File: src/rtl/multdiv_pkg.sv
// Shared definitions for the multdiv unit: FSM state encoding, default width
// and the signed-overflow operand constants.
package multdiv_pkg;

  typedef enum logic [1:0] {
    IDLE = 2'd0,
    RUN  = 2'd1,
    FIX  = 2'd2,
    DONE = 2'd3
  } state_e;

  localparam int DEFAULT_WIDTH = 32;

  localparam logic [31:0] INT_MIN = 32'h8000_0000;
  localparam logic [31:0] NEG_ONE = 32'hFFFF_FFFF;

endpackage

File: src/rtl/div_step.sv
// One radix-2 restoring division iteration: shift the next dividend bit into
// the partial remainder and subtract the divisor when it fits.
module div_step #(
  parameter int WIDTH = 32
) (
  input  logic [WIDTH:0]   rem,
  input  logic             dividend_msb,
  input  logic [WIDTH-1:0] divisor,
  output logic [WIDTH:0]   rem_next,
  output logic             q_bit
);

  logic [WIDTH+1:0] shifted;
  logic [WIDTH+1:0] divisor_ext;

  always_comb begin
    shifted     = {rem, dividend_msb};
    divisor_ext = {2'b00, divisor};
    q_bit       = (shifted >= divisor_ext);
    rem_next    = q_bit ? (WIDTH+1)'(shifted - divisor_ext) : shifted[WIDTH:0];
  end

endmodule

File: src/rtl/div_module.sv
// Iterative signed divider for the multdiv unit: one quotient bit per cycle,
// with the same inputRDY/resultRDY/exception handshake as the multiplier.
module div_module
  import multdiv_pkg::*;
#(
  parameter int WIDTH = DEFAULT_WIDTH
) (
  input  logic                    clock,
  input  logic                    reset,
  input  logic signed [WIDTH-1:0] data_operandA,
  input  logic signed [WIDTH-1:0] data_operandB,
  input  logic                    ctrl_DIV,
  output logic        [WIDTH-1:0] data_result,
  output logic                    data_exception,
  output logic                    data_inputRDY,
  output logic                    data_resultRDY
);

  localparam int CNT_W = $clog2(WIDTH);
  localparam logic [WIDTH-1:0] INT_MIN_W = {1'b1, {(WIDTH-1){1'b0}}};
  localparam logic [WIDTH-1:0] NEG_ONE_W = '1;

  // Magnitude as an unsigned value; the most negative number maps to itself.
  function automatic logic [WIDTH-1:0] magnitude(input logic signed [WIDTH-1:0] v);
    return v[WIDTH-1] ? $unsigned(-v) : $unsigned(v);
  endfunction

  function automatic logic [WIDTH-1:0] apply_sign(input logic [WIDTH-1:0] q,
                                                  input logic neg);
    return neg ? -q : q;
  endfunction

  state_e           state;
  logic [CNT_W-1:0] counter;

  logic [WIDTH:0]   rem_p0;
  logic [WIDTH-1:0] quo_p0;
  logic [WIDTH-1:0] divisor_p0;
  logic             sign_q_p0;

  logic [WIDTH:0]   rem_next;
  logic             q_bit;
  logic             accept;
  logic             div_by_zero;
  logic             overflow;

  assign data_inputRDY  = (state == IDLE) || (state == DONE);
  assign data_resultRDY = (state == DONE);
  assign accept         = data_inputRDY && ctrl_DIV;
  assign div_by_zero    = ($unsigned(data_operandB) == '0);
  assign overflow       = ($unsigned(data_operandA) == INT_MIN_W) &&
                          ($unsigned(data_operandB) == NEG_ONE_W);

  div_step #(
    .WIDTH(WIDTH)
  ) u_step (
    .rem          (rem_p0),
    .dividend_msb (quo_p0[WIDTH-1]),
    .divisor      (divisor_p0),
    .rem_next     (rem_next),
    .q_bit        (q_bit)
  );

  // Control: FSM, iteration counter and the architecturally visible result.
  always_ff @(posedge clock) begin
    if (reset) begin
      state          <= IDLE;
      counter        <= '0;
      data_result    <= '0;
      data_exception <= 1'b0;
    end else begin
      case (state)
        IDLE, DONE: begin
          if (ctrl_DIV) begin
            if (div_by_zero) begin
              data_result    <= '0;
              data_exception <= 1'b1;
              state          <= DONE;
            end else if (overflow) begin
              data_result    <= INT_MIN_W;
              data_exception <= 1'b1;
              state          <= DONE;
            end else begin
              counter <= CNT_W'(WIDTH - 1);
              state   <= RUN;
            end
          end else begin
            state <= IDLE;
          end
        end
        RUN: begin
          counter <= counter - CNT_W'(1);
          if (counter == '0) state <= FIX;
        end
        FIX: begin
          data_result    <= apply_sign(quo_p0, sign_q_p0);
          data_exception <= 1'b0;
          state          <= DONE;
        end
        default: state <= IDLE;
      endcase
    end
  end

  // Datapath: operand magnitudes captured on accept, then one step per RUN cycle.
  // The dividend register shifts out its msb and takes in quotient bits at the lsb.
  always_ff @(posedge clock) begin
    if (accept) begin
      divisor_p0 <= magnitude(data_operandB);
      quo_p0     <= magnitude(data_operandA);
      rem_p0     <= '0;
      sign_q_p0  <= data_operandA[WIDTH-1] ^ data_operandB[WIDTH-1];
    end else if (state == RUN) begin
      rem_p0 <= rem_next;
      quo_p0 <= {quo_p0[WIDTH-2:0], q_bit};
    end
  end

endmodule

File: config.mk
export PLATFORM = sky130hd
export DESIGN_NAME = div_module
export DESIGN_NICKNAME = d
export VERILOG_FILES = /design/src/rtl/multdiv_pkg.sv /design/src/rtl/div_step.sv /design/src/rtl/div_module.sv
export SDC_FILE = /design/constraint.sdc
export NUM_CORES = 1
export LEC_CHECK = 0
export BUFFER_PORTS_ARGS = -buffer_cell sky130_fd_sc_hd__buf_2
export CORE_UTILIZATION = 55
export CTS_CLUSTER_SIZE = 20
export DETAILED_ROUTE_END_ITERATION = 12
export PLACE_DENSITY = 0.76
export SLEW_MARGIN = 20
export SYNTH_ARGS = -nofsm -noshare
export SYNTH_HDL_FRONTEND = slang
export SYNTH_SLANG_ARGS = --single-unit
File: constraint.sdc
create_clock -name clock -period 3.45 [get_ports clock]
set_input_delay 0.69 -clock clock [delete_from_list [all_inputs] [get_ports clock]]
set_output_delay 0.69 -clock clock [all_outputs]
set_load 0.02 [all_outputs]
# [Yosys cells after proc, flatten, opt, wreduce, memory -nomap -nowiden]
# Index checks and enable logic that the tools add are counted.
[word_totals] regBits=138 inputBits=67 output_inout_bits=35
[classes] add_sub_neg=5 order_cmp=1 n_eq_ne=10 muxes=23 bitwise=1 reduce_logical=12
[op_table] operator="two-way mux 32 bit" count=7
[op_table] operator="negator 32 bit" count=3
[op_table] operator="equality test 32 bit (second input constant)" count=2
[op_table] operator="case mux 32 bit (2 select lines)" count=1
[op_table] operator=">= comparator 34 x 32 -> 1 bit" count=1
[op_table] operator="two-way mux 33 bit" count=1
[op_table] operator="subtractor 33 x 32 -> 33 bit" count=1
[op_table] operator="logical NOT 32 bit" count=1
[op_table] operator="two-way mux 31 bit" count=1
[op_table] operator="two-way mux 5 bit" count=3
[op_table] operator="case mux 5 bit (2 select lines)" count=1
[op_table] operator="two-way mux 2 bit" count=4
[op_table] operator="inequality test 2 bit (second input constant)" count=4
[op_table] operator="case mux 2 bit (3 select lines)" count=1
[op_table] operator="nonzero test 2 bit" count=3
[op_table] operator="logical NOT 5 bit" count=1
[op_table] operator="subtractor 5 x 1 -> 5 bit (second input constant)" count=1
[op_table] operator="equality test 2 bit (second input constant)" count=2
[op_table] operator="AND reduction 4 bit" count=1
[op_table] operator="two-way mux 1 bit" count=3
[op_table] operator="inequality test 3 bit (second input constant)" count=1
[op_table] operator="AND reduction 3 bit" count=1
[op_table] operator="equality test 2 x 1 -> 1 bit (second input constant)" count=1
[op_table] operator="logical AND 1 bit" count=2
[op_table] operator="other kinds (5)" count=5

# [Longest topological paths before layout]
# Gate-level depths: netlist (run 1).
[depth] ltp_word=6 mapped_depth=14 mapped_depth_nobuf=12

# [Cells and area by module]
# From an unflattened synthesis (run 1), not the netlist that was laid out.
[unflattened] cells_unflattened=1092 hier_area_um2=9392.8
[modules_own_cells] module="div_module" instances=1 cells_each=746 area_per_inst_um2=7201.9
[modules_own_cells] module="div_step" instances=1 cells_each=346 area_per_inst_um2=2190.9

# [Worst setup path before layout (run 1)]
# Ideal clock, no wire load.
[synth_timing] path_kind="input -> register" startpoint="input data_operandA[6]" endpoint="register quo_p0[27], data pin" setup_time_ps=265 arrival_ps=2949 t_required_ps=3185 path_slack_ps=235 stages=8 path_cell_list="or4_4 > nor4_4 > or3b_4 > or3b_4 > or2_4 > o41ai_4 > xor2_1 > o21ai_1"
[synth_between] elab_chain_cells=3
[synth_lines] item="start: declaration" line="div_module.sv:10" rtl="input logic signed [WIDTH-1:0] data_operandA,"
[synth_lines] item="negator 32 bit" line="div_module.sv:25" rtl="return v[WIDTH-1] ? $unsigned(-v) : $unsigned(v);"
[synth_lines] item="two-way mux 32 bit" line="div_module.sv:25"
[synth_lines] item="two-way mux 32 bit" line="div_module.sv:108" rtl="if (accept) begin"
[synth_lines] item="end signal: assignment" line="div_module.sv:110" rtl="quo_p0 <= magnitude(data_operandA);"
[synth_lines] item="end signal: assignment" line="div_module.sv:115" rtl="quo_p0 <= {quo_p0[WIDTH-2:0], q_bit};"
[synth_lines] item="end: declaration" line="div_module.sv:37" rtl="logic [WIDTH-1:0] quo_p0;"
# No other way between the ends.
# A chain may end at the register's enable or synchronous reset.

# [Worst setup path in the final report (run 1)]
[layout_timing] startpoint="register quo_p0[31]" endpoint="register rem_p0[6]"
[layout_between] elab_chain_cells=2 word_cells_on_any_way=3 cone_classes="add/sub: 1; order compare: 1; mux: 1"
[layout_lines] item="subtractor 33 x 32 -> 33 bit / >= comparator 34 x 32 -> 1 bit (equally long branches)" line="div_step.sv:20, div_step.sv:19"
[layout_lines] item="two-way mux 33 bit *" line="div_step.sv:20" rtl="rem_next = q_bit ? (WIDTH+1)'(shifted - divisor_ext) : shifted[WIDTH:0];"
[layout_lines] item="end signal: assignment" line="div_module.sv:114" rtl="rem_p0 <= rem_next;"
[layout_lines] item="end: declaration" line="div_module.sv:36" rtl="logic [WIDTH:0] rem_p0;"
# Mark *: on every way between the ends. The rest lies on a longest branch, timed or not.

==> qor.csv, run 1 <==
stage,metric,value,unit
cts,H-tree depth,4,
cts,"Clk Latency, worst-skew pair",0.43,ns
drt,WL final,22800,um
synth,Synth Cell Area,9260,sq um
drt,# DRC,0,
drt,DRT Pass-1 Iters,5,
cts,Num Clock Sinks,138,
drt,Routed Antenna Nets,0,
timing,RSZ-0062 raised after global routing,false,
cells_and_area,Layout area overhead,15.3,%
synth,Post-synth EDFFs,65,
drt,Initial DRC Count,731,
synth,syn_area_per_cell,8.31,sq um
cells_and_area,register area,3410,sq um
run_status,status,"finished, final reports clean",
cts,CTS root buf,clkbuf_16,
worst_setup_path,"Req. time, crit path",3.77,ns
timing,hold_ws,0.445,ns
power,maximum vdd ir drop,0.556,mV
flow_run,max-cap viol count,0,
cts,CTS Hold Bufs,0,
cts,CTS tree,built,
timing,final period utilization,0.911,
worst_setup_path,"Slowest-stage cell, CP",edfxtp_1,
worst_setup_path,Setup crit start kind,flip-flop,
placed_design,RD Place Congestion,0.890,
synth,Yosys reg bits,138,
synth,Synth Instances,1114,
synth,sequential area share after synthesis,0.369,
floorplanning,Initial Util,0.560,
timing,Final Hold Fails,0,
worst_setup_path,arrival time at the worst endpoint,3.47,ns
worst_setup_path,crit path launch,quo_p0[31]$_DFFE_PP_,
floorplanning,core area,16500,sq um
cells_and_area,Post-Route Utilization,0.646,
worst_setup_path,cell mode on critical path,nand2_1,
timing,fin. max-slew vios,0,
worst_hold_path,Min-Delay Path Class,reg2reg,
grt,number of global-route vias before repair,7542,
timing,Worst slew margin,0.373,
grt,GR Util All Layers,0.269,
cells_and_area,antenna cell count,0,
timing,Fmax achieved,0.318,GHz
power,Cell Pwr Density,840,nW/um^2
grt,first-pass GRT wire length,37600,um
drt,Avg WL per Cell,15.9,um
floorplanning,num rows,47,
cts,Setup Buffers After CTS,0,
cells_and_area,share of cells above drive strength 1,0.149,
worst_setup_path,cell breakdown of the critical path,inv_1 -> ha_1 -> inv_1 -> fa_1 -> a211oi_2 -> nor2_1 -> a2111o_1 -> nand2_1 -> nand3_1 -> nand2_1 -> buf_12 -> nand2_1 -> a311oi_1,
worst_setup_path,Crit Path Max Fanout,38,
synth,"Distinct cells, synth",67,
cts,CTS buffer count,17,
floorplanning,Die Span Y,132,um
floorplanning,die area,17400,sq um
timing,minimum clock period,3.14,ns
synth,"Top FF cell, synth",dfxtp_1,
cts,deepest clock path buffer count,2,
grt,grt total ovfl,0,
floorplanning,DIE WIDTH,132,um
worst_setup_path,worst flop-to-flop path startpoint,quo_p0[31]$_DFFE_PP_,
timing,Slew @ Worst Pin,0.941,ns
grt,antenna violations before repair,0,
synth,Syn Nets,1223,
worst_setup_path,Worst path top cell family by delay,compound AO/OA/AOI/OAI gates,
floorplanning,io pins,102,
cells_and_area,area of the multi-input gates,5420,sq um
worst_setup_path,max incr delay on CP,0.46,ns
synth,Syn. warnings,0,
grt,largest net degree at the start of global routing,85,
synth,fraction of registers with async set/reset,0,
placed_design,detailed placer's ending HPWL,16600,um
cells_and_area,fill count,1401,
timing,setup TNS,0,ns
worst_setup_path,Crit. End Element,flip-flop,
drt,Vias,8518,
timing,endpoints failing setup,0,
cells_and_area,nets,1312,
worst_hold_path,Hold Crit Start,data_result[1]$_SDFFE_PP0P_,
placed_design,PortBufs,101,
worst_setup_path,Worst Setup Path Type,reg2reg,
worst_setup_path,CP bufs+invs,3,
drt,Vias/cell,5.93,
timing,skew final,0.0118,ns
cts,Clock transition at path regs,0.06,ns
power,Leak,4.16,nW
Yosys cell counts, drive strengths merged, types with 19 or more instances:
cell type  count  area share
nand2        174       0.071
nand4         21       0.014
a21oi         73       0.039
a311oi        19       0.018
xnor2         71       0.067
inv           55       0.022
o21ai         92       0.050
o31ai         29       0.024
xor2          35       0.033
dfxtp         73        0.16
clkbuf        51       0.021
nor3          21       0.012
nand3         58       0.031
ha            41       0.055
nor2          47       0.019
edfxtp        65        0.21
layer usage:
layer  GRT usage  routed length, um  vias up
met5           0                  0        -
met4      0.0924                391        0
met3      0.0619               1940       27
met2       0.379               9570      321
met1       0.401              10900     3941
li1            -                  -     4229
state kept, by name, summed over array words and instances (netlist names):
signal and count:
counter 5, data_exception 1, data_result 32, divisor_p0 32, quo_p0 32, rem_p0 33
sign_q_p0 1, state 2
through the flow:
step                      total power [mW]  setup WS (ns)  area, sq um  std cells
after floorplan                       5.88          0.235         9260       1114
after global placement                6.96          0.103        10100       1404
after detailed placement              7.04         0.0411        10100       1404
after CTS                             8.92          0.300        10700       1436
after global routing                  9.60         0.0210        10700       1436
final                                 8.97          0.307        10700       1436
path summary, 6_finish.rpt:
kind | to | slack [ns] | cells after the start
hold / removal | data_result[1]$_SDFFE_PP0P_ | 0.44 | 2
hold reg to reg | data_result[1]$_SDFFE_PP0P_ | 0.44 | 2
setup / recovery | rem_p0[6]$_SDFFE_PP0P_ | 0.31 | 13
setup reg to reg | rem_p0[6]$_SDFFE_PP0P_ | 0.31 | 13
what timing repair did:
action	in CTS	in global routing
gates resized for setup	0	1
endpoints found under the hold margin	0	0
setup endpoints to repair	0	9
where the power goes:
group	total [mW]	internal [mW]	switching, mW
sequential	2.95	2.40	0.555
clock	1.85	1.11	0.734
combinational	4.17	1.62	2.55
total	8.97	5.13	3.84
layout make-up:
type                       count  area share
multi-input combinational    861       0.508
sequential                   138       0.320
timing repair buffer         129      0.0706
clock buffer                  22      0.0468
tap                          220      0.0258
inverter                      56      0.0197
clock inverter                10     0.00949
kinds of logic (layout without fill, tap and decap cells):
family	Yosys count	count (layout)	synth area share
fa+ha+maj	42	42	0.0576
flops	138	138	0.369
mux	3	3	0.00324
xor+xnor	106	106	0.100
simple gates	404	404	0.210
buf+inv	115	217	0.0470
compound gates	306	306	0.213
worst min-delay path, stage by stage (launching register included):
cell and delay (ns):
dfxtp_1 0.30, nand2_1 0.05, a21oi_1 0.05
placed cells by master, fill, tap and decap left out, types with 9 or more instances in the layout:
cell type and count:
o21ai_0 88, a31oi_1 14, xor2_1 35, edfxtp_1 65
nor4_1 9, dfxtp_1 73, ha_1 40, o21a_1 9
xnor2_1 71, or4_1 9, nor2_1 47, a311oi_1 19
nand2b_1 15, or3_1 13, buf_2 101, a21oi_1 73
nand2_1 173, o41ai_1 14, clkbuf_16 19, inv_1 55
buf_4 25, and3_1 10, o31ai_1 28, nand3_1 58
nor3_1 20, a211oi_1 10, nand4_1 21
Note: power is estimated with default switching activity, not from simulation.
==> inputs of run 2 (changes only) <==
- PLACE_DENSITY: 0.76 -> 0.81
==> qor.csv, run 2 (synthesis gave the netlist of run 1 again) <==
stage,metric,value,unit,change
floorplanning,core area,16500,sq um,unchanged
cells_and_area,Largest register FFs,33,,unchanged
floorplanning,num rows,47,,unchanged
cts,H-tree depth,4,,unchanged
timing,fin. max-slew vios,0,,unchanged
placed_design,RD Place Congestion,0.918,,+3.1%
timing,Slew @ Worst Pin,1.03,ns,+0.0870 ns
worst_hold_path,Min-Delay Path Class,reg2reg,,
floorplanning,die area,17400,sq um,unchanged
cts,Num Clock Sinks,138,,unchanged
timing,minimum clock period,3.17,ns,+0.0299 ns
worst_setup_path,Reg2Reg Setup Slack,0.28,ns,-0.03 ns
worst_setup_path,cell mode on critical path,nand2_1,,
cells_and_area,fill count,1331,,-5.0%
grt,grt total ovfl,0,,unchanged
cts,Setup Buffers After CTS,0,,unchanged
drt,# DRC,0,,unchanged
cells_and_area,"commonest non-fill, non-tap cell in the layout",nand2_1,,
drt,Vias,8679,,+1.9%
drt,Routed Antenna Nets,0,,unchanged
drt,DRT Pass-1 Iters,6,,+1
power,Cell Pwr Density,841,nW/um^2,about the same
cells_and_area,Layout area overhead,15.4,%,about the same
worst_setup_path,cell breakdown of the critical path,inv_1 -> ha_1 -> inv_1 -> fa_1 -> a211oi_1 -> nor2_1 -> a2111o_1 -> nand2_1 -> buf_4 -> nand3_1 -> nand2_1 -> buf_12 -> nand2_1 -> a311oi_1,,
drt,Vias/cell,6.03,,+1.7%
floorplanning,DIE WIDTH,132,um,unchanged
placed_design,detailed placer's ending HPWL,16700,um,+0.91%
grt,first-pass GRT wire length,37500,um,-0.29%
grt,antenna violations before repair,0,,unchanged
cells_and_area,most flop-heavy register,rem_p0,,
cells_and_area,most frequent cells in the layout,"nand2_1, buf_2, o21ai_0",,
timing,RSZ-0062 raised after global routing,false,,
placed_design,Placement Cell Area,10100,sq um,+0.22%
worst_setup_path,Crit. End Element,flip-flop,,
worst_hold_path,hold endpoint,data_result[10]$_SDFFE_PP0P_,,
timing,Worst slew margin,0.315,,-0.0580
cts,"Clk Latency, worst-skew pair",0.43,ns,about the same
timing,final period utilization,0.920,,+0.00867
cells_and_area,share of cells above drive strength 1,0.150,,+0.00127
flow_run,max-cap viol count,0,,unchanged
worst_setup_path,Critical R2R Capture,rem_p0[11]$_SDFFE_PP0P_,,
cells_and_area,Post-Route Utilization,0.646,,about the same
timing,Final Hold Fails,0,,unchanged
power,Leak,4.16,nW,about the same
worst_setup_path,Worst Setup Path Type,reg2reg,,
timing,endpoints failing setup,0,,unchanged
run_status,status,"finished, final reports clean",,
floorplanning,io pins,102,,unchanged
timing,setup TNS,0,ns,unchanged
cells_and_area,final instance area,10700,sq um,about the same
cts,Clock transition at path regs,0.06,ns,about the same
cells_and_area,nets,1315,,+0.23%
worst_setup_path,"Req. time, crit path",3.78,ns,about the same
worst_hold_path,Hold Crit Start,data_result[10]$_SDFFE_PP0P_,,
grt,GR Util All Layers,0.267,,-0.00195
grt,number of global-route vias before repair,7657,,+1.5%
worst_setup_path,Setup crit start kind,flip-flop,,
timing,skew final,0.00856,ns,-0.00325 ns
worst_setup_path,max incr delay on CP,0.42,ns,-0.04 ns
cts,deepest clock path buffer count,2,,unchanged
worst_setup_path,Worst R2R Path Depth,14,,+1
worst_setup_path,worst flop-to-flop path startpoint,quo_p0[31]$_DFFE_PP_,,
cts,CTS tree,built,,
floorplanning,Initial Util,0.560,,unchanged
worst_hold_path,cell count of the worst hold path,2,,unchanged
cts,CTS buffer count,17,,unchanged
placed_design,PortBufs,101,,unchanged
timing,Fmax achieved,0.315,GHz,-0.94%
worst_setup_path,Crit Path Max Fanout,38,,unchanged
worst_setup_path,"Slowest-stage cell, CP",fa_1,,
drt,Initial DRC Count,829,,+13%
drt,WL final,23000,um,+0.95%
grt,largest net degree at the start of global routing,66,,-22%
worst_setup_path,arrival time at the worst endpoint,3.50,ns,+0.03 ns
power,maximum vdd ir drop,0.430,mV,-23%
cells_and_area,antenna cell count,0,,unchanged
cts,CTS root buf,clkbuf_16,,
floorplanning,Die Span Y,132,um,unchanged
drt,Avg WL per Cell,16.0,um,+0.74%
run 2: worst max-delay path: cells and delay by family (launching register included):
family	cells	cell delay, ns
compound gates	3	1.05
fa+ha+maj	2	0.59
buf+inv	4	0.51
simple gates	5	0.50
flops	1	0.41
run 2: power breakdown:
| group | switching (mW) | total (mW) | leakage [nW] | internal [mW] |
|---|---|---|---|---|
| Combinational | 2.57 | 4.22 | 2.64 | 1.65 |
| Sequential | 0.546 | 2.94 | 1.23 | 2.39 |
| Clock | 0.773 | 1.82 | 0.292 | 1.04 |
run 2: worst max-delay path by stage:
stage / from / to / slack (ns) / cells after the start
2_1_floorplan: data_operandA[6] / quo_p0[27]$_DFFE_PP_ / 0.24 / 8
5_1_grt: quo_p0[31]$_DFFE_PP_ / rem_p0[32]$_SDFFE_PP0P_ / 0.01 / 12
4_1_cts: divisor_p0[14]$_DFFE_PP_ / rem_p0[14]$_SDFFE_PP0P_ / 0.18 / 11
3_5_place_dp: data_operandA[6] / quo_p0[27]$_DFFE_PP_ / 0.04 / 9
3_3_place_gp: data_operandA[6] / quo_p0[27]$_DFFE_PP_ / 0.11 / 9
6_report: quo_p0[31]$_DFFE_PP_ / rem_p0[11]$_SDFFE_PP0P_ / 0.28 / 14
run 2: routing by layer:
| layer | vias to the layer above | share of wire | track usage |
|---|---|---|---|
| met3 | 48 | 0.070 | 0.0481 |
| li1 | 4247 | - | - |
| met1 | 4040 | 0.45 | 0.364 |
| met4 | 0 | 0.020 | 0.0872 |
| met2 | 344 | 0.46 | 0.430 |
| met5 | - | 0 | 0 |
run 2: through the flow:
| stage | hold slack [ns] | total power [mW] | setup slack [ns] | instances |
|---|---|---|---|---|
| 2_1_floorplan | 0.439 | 5.88 | 0.235 | 1114 |
| 3_3_place_gp | 0.434 | 6.95 | 0.108 | 1407 |
| 3_5_place_dp | 0.441 | 7.06 | 0.0402 | 1407 |
| 4_1_cts | 0.449 | 8.91 | 0.178 | 1439 |
| 5_1_grt | 0.466 | 9.56 | 0.0145 | 1439 |
| 6_report | 0.446 | 8.98 | 0.277 | 1439 |
run 2: layout make-up:
type | instances | area [sq um] | share of cell area
flip-flops and latches | 138 | 3410 | 0.320
clock inverters | 11 | 92.6 | 0.00867
repair buffers | 132 | 776 | 0.0726
clock buffers | 21 | 493 | 0.0462
multi-input cells | 861 | 5420 | 0.507
well taps | 220 | 275 | 0.0258
inverters | 56 | 210 | 0.0197
run 2: repair_timing:
item | CTS | global route
hold buffers | 0 | 0
gates resized for setup | 0 | 1
endpoints found under the setup margin | 0 | 9
endpoints found under the hold margin | 0 | 0
==> inputs of run 3 (changes only) <==
- PLACE_DENSITY: 0.81 -> 0.8
- SYNTH_HIERARCHICAL: default -> 1
==> qor.csv, run 3 <==
stage,metric,value,unit,change
run_status,status,"finished, final reports clean",,
placed_design,Placement Cell Area,10100,sq um,+0.50%
placed_design,RD Place Congestion,0.882,,-3.9%
placed_design,Cells after DPL,1385,,-1.6%
worst_setup_path,Crit. End Element,flip-flop,,
timing,minimum clock period,3.21,ns,+0.0368 ns
cts,CTS Hold Bufs,0,,unchanged
cells_and_area,"commonest non-fill, non-tap cell in the layout",nand2_1,,
synth,post-synth top area share,0.208,,-0.00303
cells_and_area,Layout area overhead,15.0,%,
floorplanning,io pins,102,,unchanged
cells_and_area,nets,1299,,-1.2%
timing,hold_ws,0.443,ns,-0.00263 ns
cells_and_area,Post-Route Utilization,0.649,,+0.00272
power,sequential power share,0.388,,+0.061
worst_setup_path,arrival time at the worst endpoint,3.51,ns,about the same
floorplanning,die area,17600,sq um,+1.4%
cells_and_area,share of cells above drive strength 1,0.154,,+0.00353
synth,Synth Area in Compound Gates,0.199,,-0.0139
synth,synth top area cells,"edfxtp_1, dfxtp_1, xnor2_1",,
synth,most frequent cell after synthesis,nand2_1,,
synth,syn_area_per_cell,8.60,sq um,+3.5%
timing,Fmax achieved,0.312,GHz,-1.1%
synth,Syn Nets,1200,,-1.9%
synth,mux share of post-synthesis cell area,0.0397,,+0.0365
synth,commonest cells in the netlist,"nand2_1, nor2_1, a21oi_1, dfxtp_1, xnor2_1",,
power,Pint,4.31,mW,-15%
grt,antenna violations before repair,0,,unchanged
floorplanning,Die Span Y,133,um,+0.71%
cells_and_area,most frequent cells in the layout,"nand2_1, buf_2, nor2_1",,
power,maximum vdd ir drop,0.455,mV,+5.7%
timing,skew final,0.00704,ns,-0.00152 ns
timing,final period utilization,0.930,,+0.0107
synth,Yosys reg bits,138,,unchanged
cts,CTS buffer count,17,,unchanged
placed_design,dpl ws,0.155,ns,+0.115 ns
floorplanning,DIE WIDTH,133,um,+0.71%
power,Clock power frac,0.272,,+0.070
cts,Clock transition at path regs,0.06,ns,about the same
drt,Vias,8461,,-2.5%
power,Switching Share,0.375,,-0.0585
worst_setup_path,"Req. time, crit path",3.75,ns,-0.03 ns
synth,Adder-Cell Fraction of Synth Area,0.0554,,-0.00216
timing,final setup margin,0.240,ns,-0.0368 ns
power,Switching Power,2.59,mW,-34%
power,Leak,4.32,nW,+3.9%
synth,Synth Instances,1092,,-2.0%
drt,Routed Antenna Nets,0,,unchanged
power,combinational share of power,0.340,,-0.130
synth,Post-synth EDFFs,65,,unchanged
synth,fraction of registers with async set/reset,0,,unchanged
drt,# DRC,0,,unchanged
drt,Vias/cell,5.94,,-1.5%
floorplanning,core area,16600,sq um,+0.71%
cts,deepest clock path buffer count,2,,unchanged
worst_setup_path,Worst Setup Path Type,reg2reg,,
flow_run,max-cap viol count,0,,unchanged
cells_and_area,final instance area,10800,sq um,+1.1%
drt,Avg WL per Cell,16.6,um,+3.8%
cts,Num Clock Sinks,138,,unchanged
power,Final Power,6.90,mW,-23%
synth,Syn. warnings,6,,+6
synth,Synth Area in XOR/XNOR,0.107,,+0.00695
worst_hold_path,Min-Delay Path Class,reg2reg,,
power,Cell Pwr Density,638,nW/um^2,-24%
timing,setup TNS,0,ns,unchanged
cells_and_area,fin cells,1424,,-1.0%
synth,"Top FF cell, synth",dfxtp_1,,
worst_setup_path,Setup crit start kind,flip-flop,,
timing,RSZ-0062 raised after global routing,false,,
drt,Initial DRC Count,786,,-5.2%
worst_setup_path,Crit Path Max Fanout,4,,-89%
timing,Worst slew margin,0.498,,+0.183
cts,CTS tree,built,,
timing,Final Hold Fails,0,,unchanged
cts,"Clk Latency, worst-skew pair",0.43,ns,about the same
grt,largest net degree at the start of global routing,67,,+1.5%
grt,first-pass GRT wire length,38200,um,+2.1%
floorplanning,num rows,47,,unchanged
drt,WL final,23700,um,+2.7%
floorplanning,Initial Util,0.564,,+0.00416
grt,grt total ovfl,0,,unchanged
cells_and_area,antenna cell count,0,,unchanged
synth,Synth Cell Area,9390,sq um,+1.5%
synth,"Distinct cells, synth",75,,+12%
synth,simple-gate share of the synthesized area,0.187,,-0.0229
synth,Synth area leader,edfxtp_1,,
drt,DRT Pass-1 Iters,7,,+1
cts,CTS root buf,clkbuf_16,,
cells_and_area,most flop-heavy register,rem_p0,,
cts,H-tree depth,4,,unchanged
timing,Slew @ Worst Pin,0.743,ns,-0.285 ns
placed_design,PortBufs,101,,unchanged
grt,number of global-route vias before repair,7574,,-1.1%
synth,sequential area share after synthesis,0.363,,-0.00530
timing,endpoints failing setup,0,,unchanged
grt,GR Util All Layers,0.273,,+0.00616
synth,largest family of logic cells by synthesized area,compound AO/OA/AOI/OAI gates,,
cells_and_area,Largest register FFs,33,,unchanged
placed_design,detailed placer's ending HPWL,17400,um,+4.2%
timing,fin. max-slew vios,0,,unchanged
cells_and_area,fill count,1330,,-0.075%
==> run 3: critical path, cell delays in order (launching register included) <==
cell	delay, ns
edfxtp_1	0.43
inv_1	0.08
ha_1	0.15
inv_1	0.05
fa_2	0.37
a211oi_2	0.26
o211a_1	0.22
nor2_1	0.08
a21o_1	0.15
a311o_1	0.33
a311oi_2	0.32
o21ai_1	0.13
mux2_1	0.32
mux2i_1	0.14
nor2_1	0.05
==> run 3: what timing repair did <==
item                       4_1_cts  5_1_grt
setup endpoints to repair        0        5
buffers inserted                 0        7
gates resized for setup          0        1
hold endpoints to repair         0        0
==> run 3: cell type report <==
| cell class | instances | area (sq um) | share of cell area |
|---|---|---|---|
| well taps | 220 | 275 | 0.0255 |
| multi-input cells | 840 | 5540 | 0.513 |
| inverters | 62 | 233 | 0.0215 |
| clock buffers | 22 | 464 | 0.0430 |
| repair buffers | 132 | 738 | 0.0683 |
| clock inverters | 10 | 140 | 0.0130 |
| flip-flops and latches | 138 | 3410 | 0.316 |
==> run 3: power by group through the flow <==
stage	Sequential (mW)	Combinational, mW	Clock [mW]
2_1_floorplan	2.56	1.73	0
3_3_place_gp	2.66	2.24	0
3_5_place_dp	2.68	2.28	0
4_1_cts	2.65	2.31	1.89
5_1_grt	2.71	2.59	1.96
6_report	2.67	2.34	1.88
==> run 3: final timing paths <==
kind,end,startpoint,cells past startpoint,slack [ns]
worst max-delay path,rem_p0[32]$_SDFFE_PP0P_,quo_p0[31]$_DFFE_PP_,14,0.24
worst min register to register,data_result[25]$_SDFFE_PP0P_,data_result[25]$_SDFFE_PP0P_,2,0.44
worst min-delay path,data_result[25]$_SDFFE_PP0P_,data_result[25]$_SDFFE_PP0P_,2,0.44
worst max register to register,rem_p0[32]$_SDFFE_PP0P_,quo_p0[31]$_DFFE_PP_,14,0.24
==> run 3: cells by family (layout without fill, tap and decap cells) <==
group	after synthesis	in the layout
XOR/XNOR	115	115
AND/OR/NAND/NOR	369	369
AO/OA/AOI/OAI	278	278
flip-flops	138	138
adder cells (fa/ha/maj)	41	41
multiplexers	37	37
buffers and inverters	114	226
==> run 3: per-layer routing <==
| layer | GRT usage | share of wire |
|---|---|---|
| met5 | 0 | 0 |
| met4 | 0.0900 | 0.016 |
| met3 | 0.0678 | 0.092 |
| met2 | 0.389 | 0.42 |
| met1 | 0.401 | 0.47 |
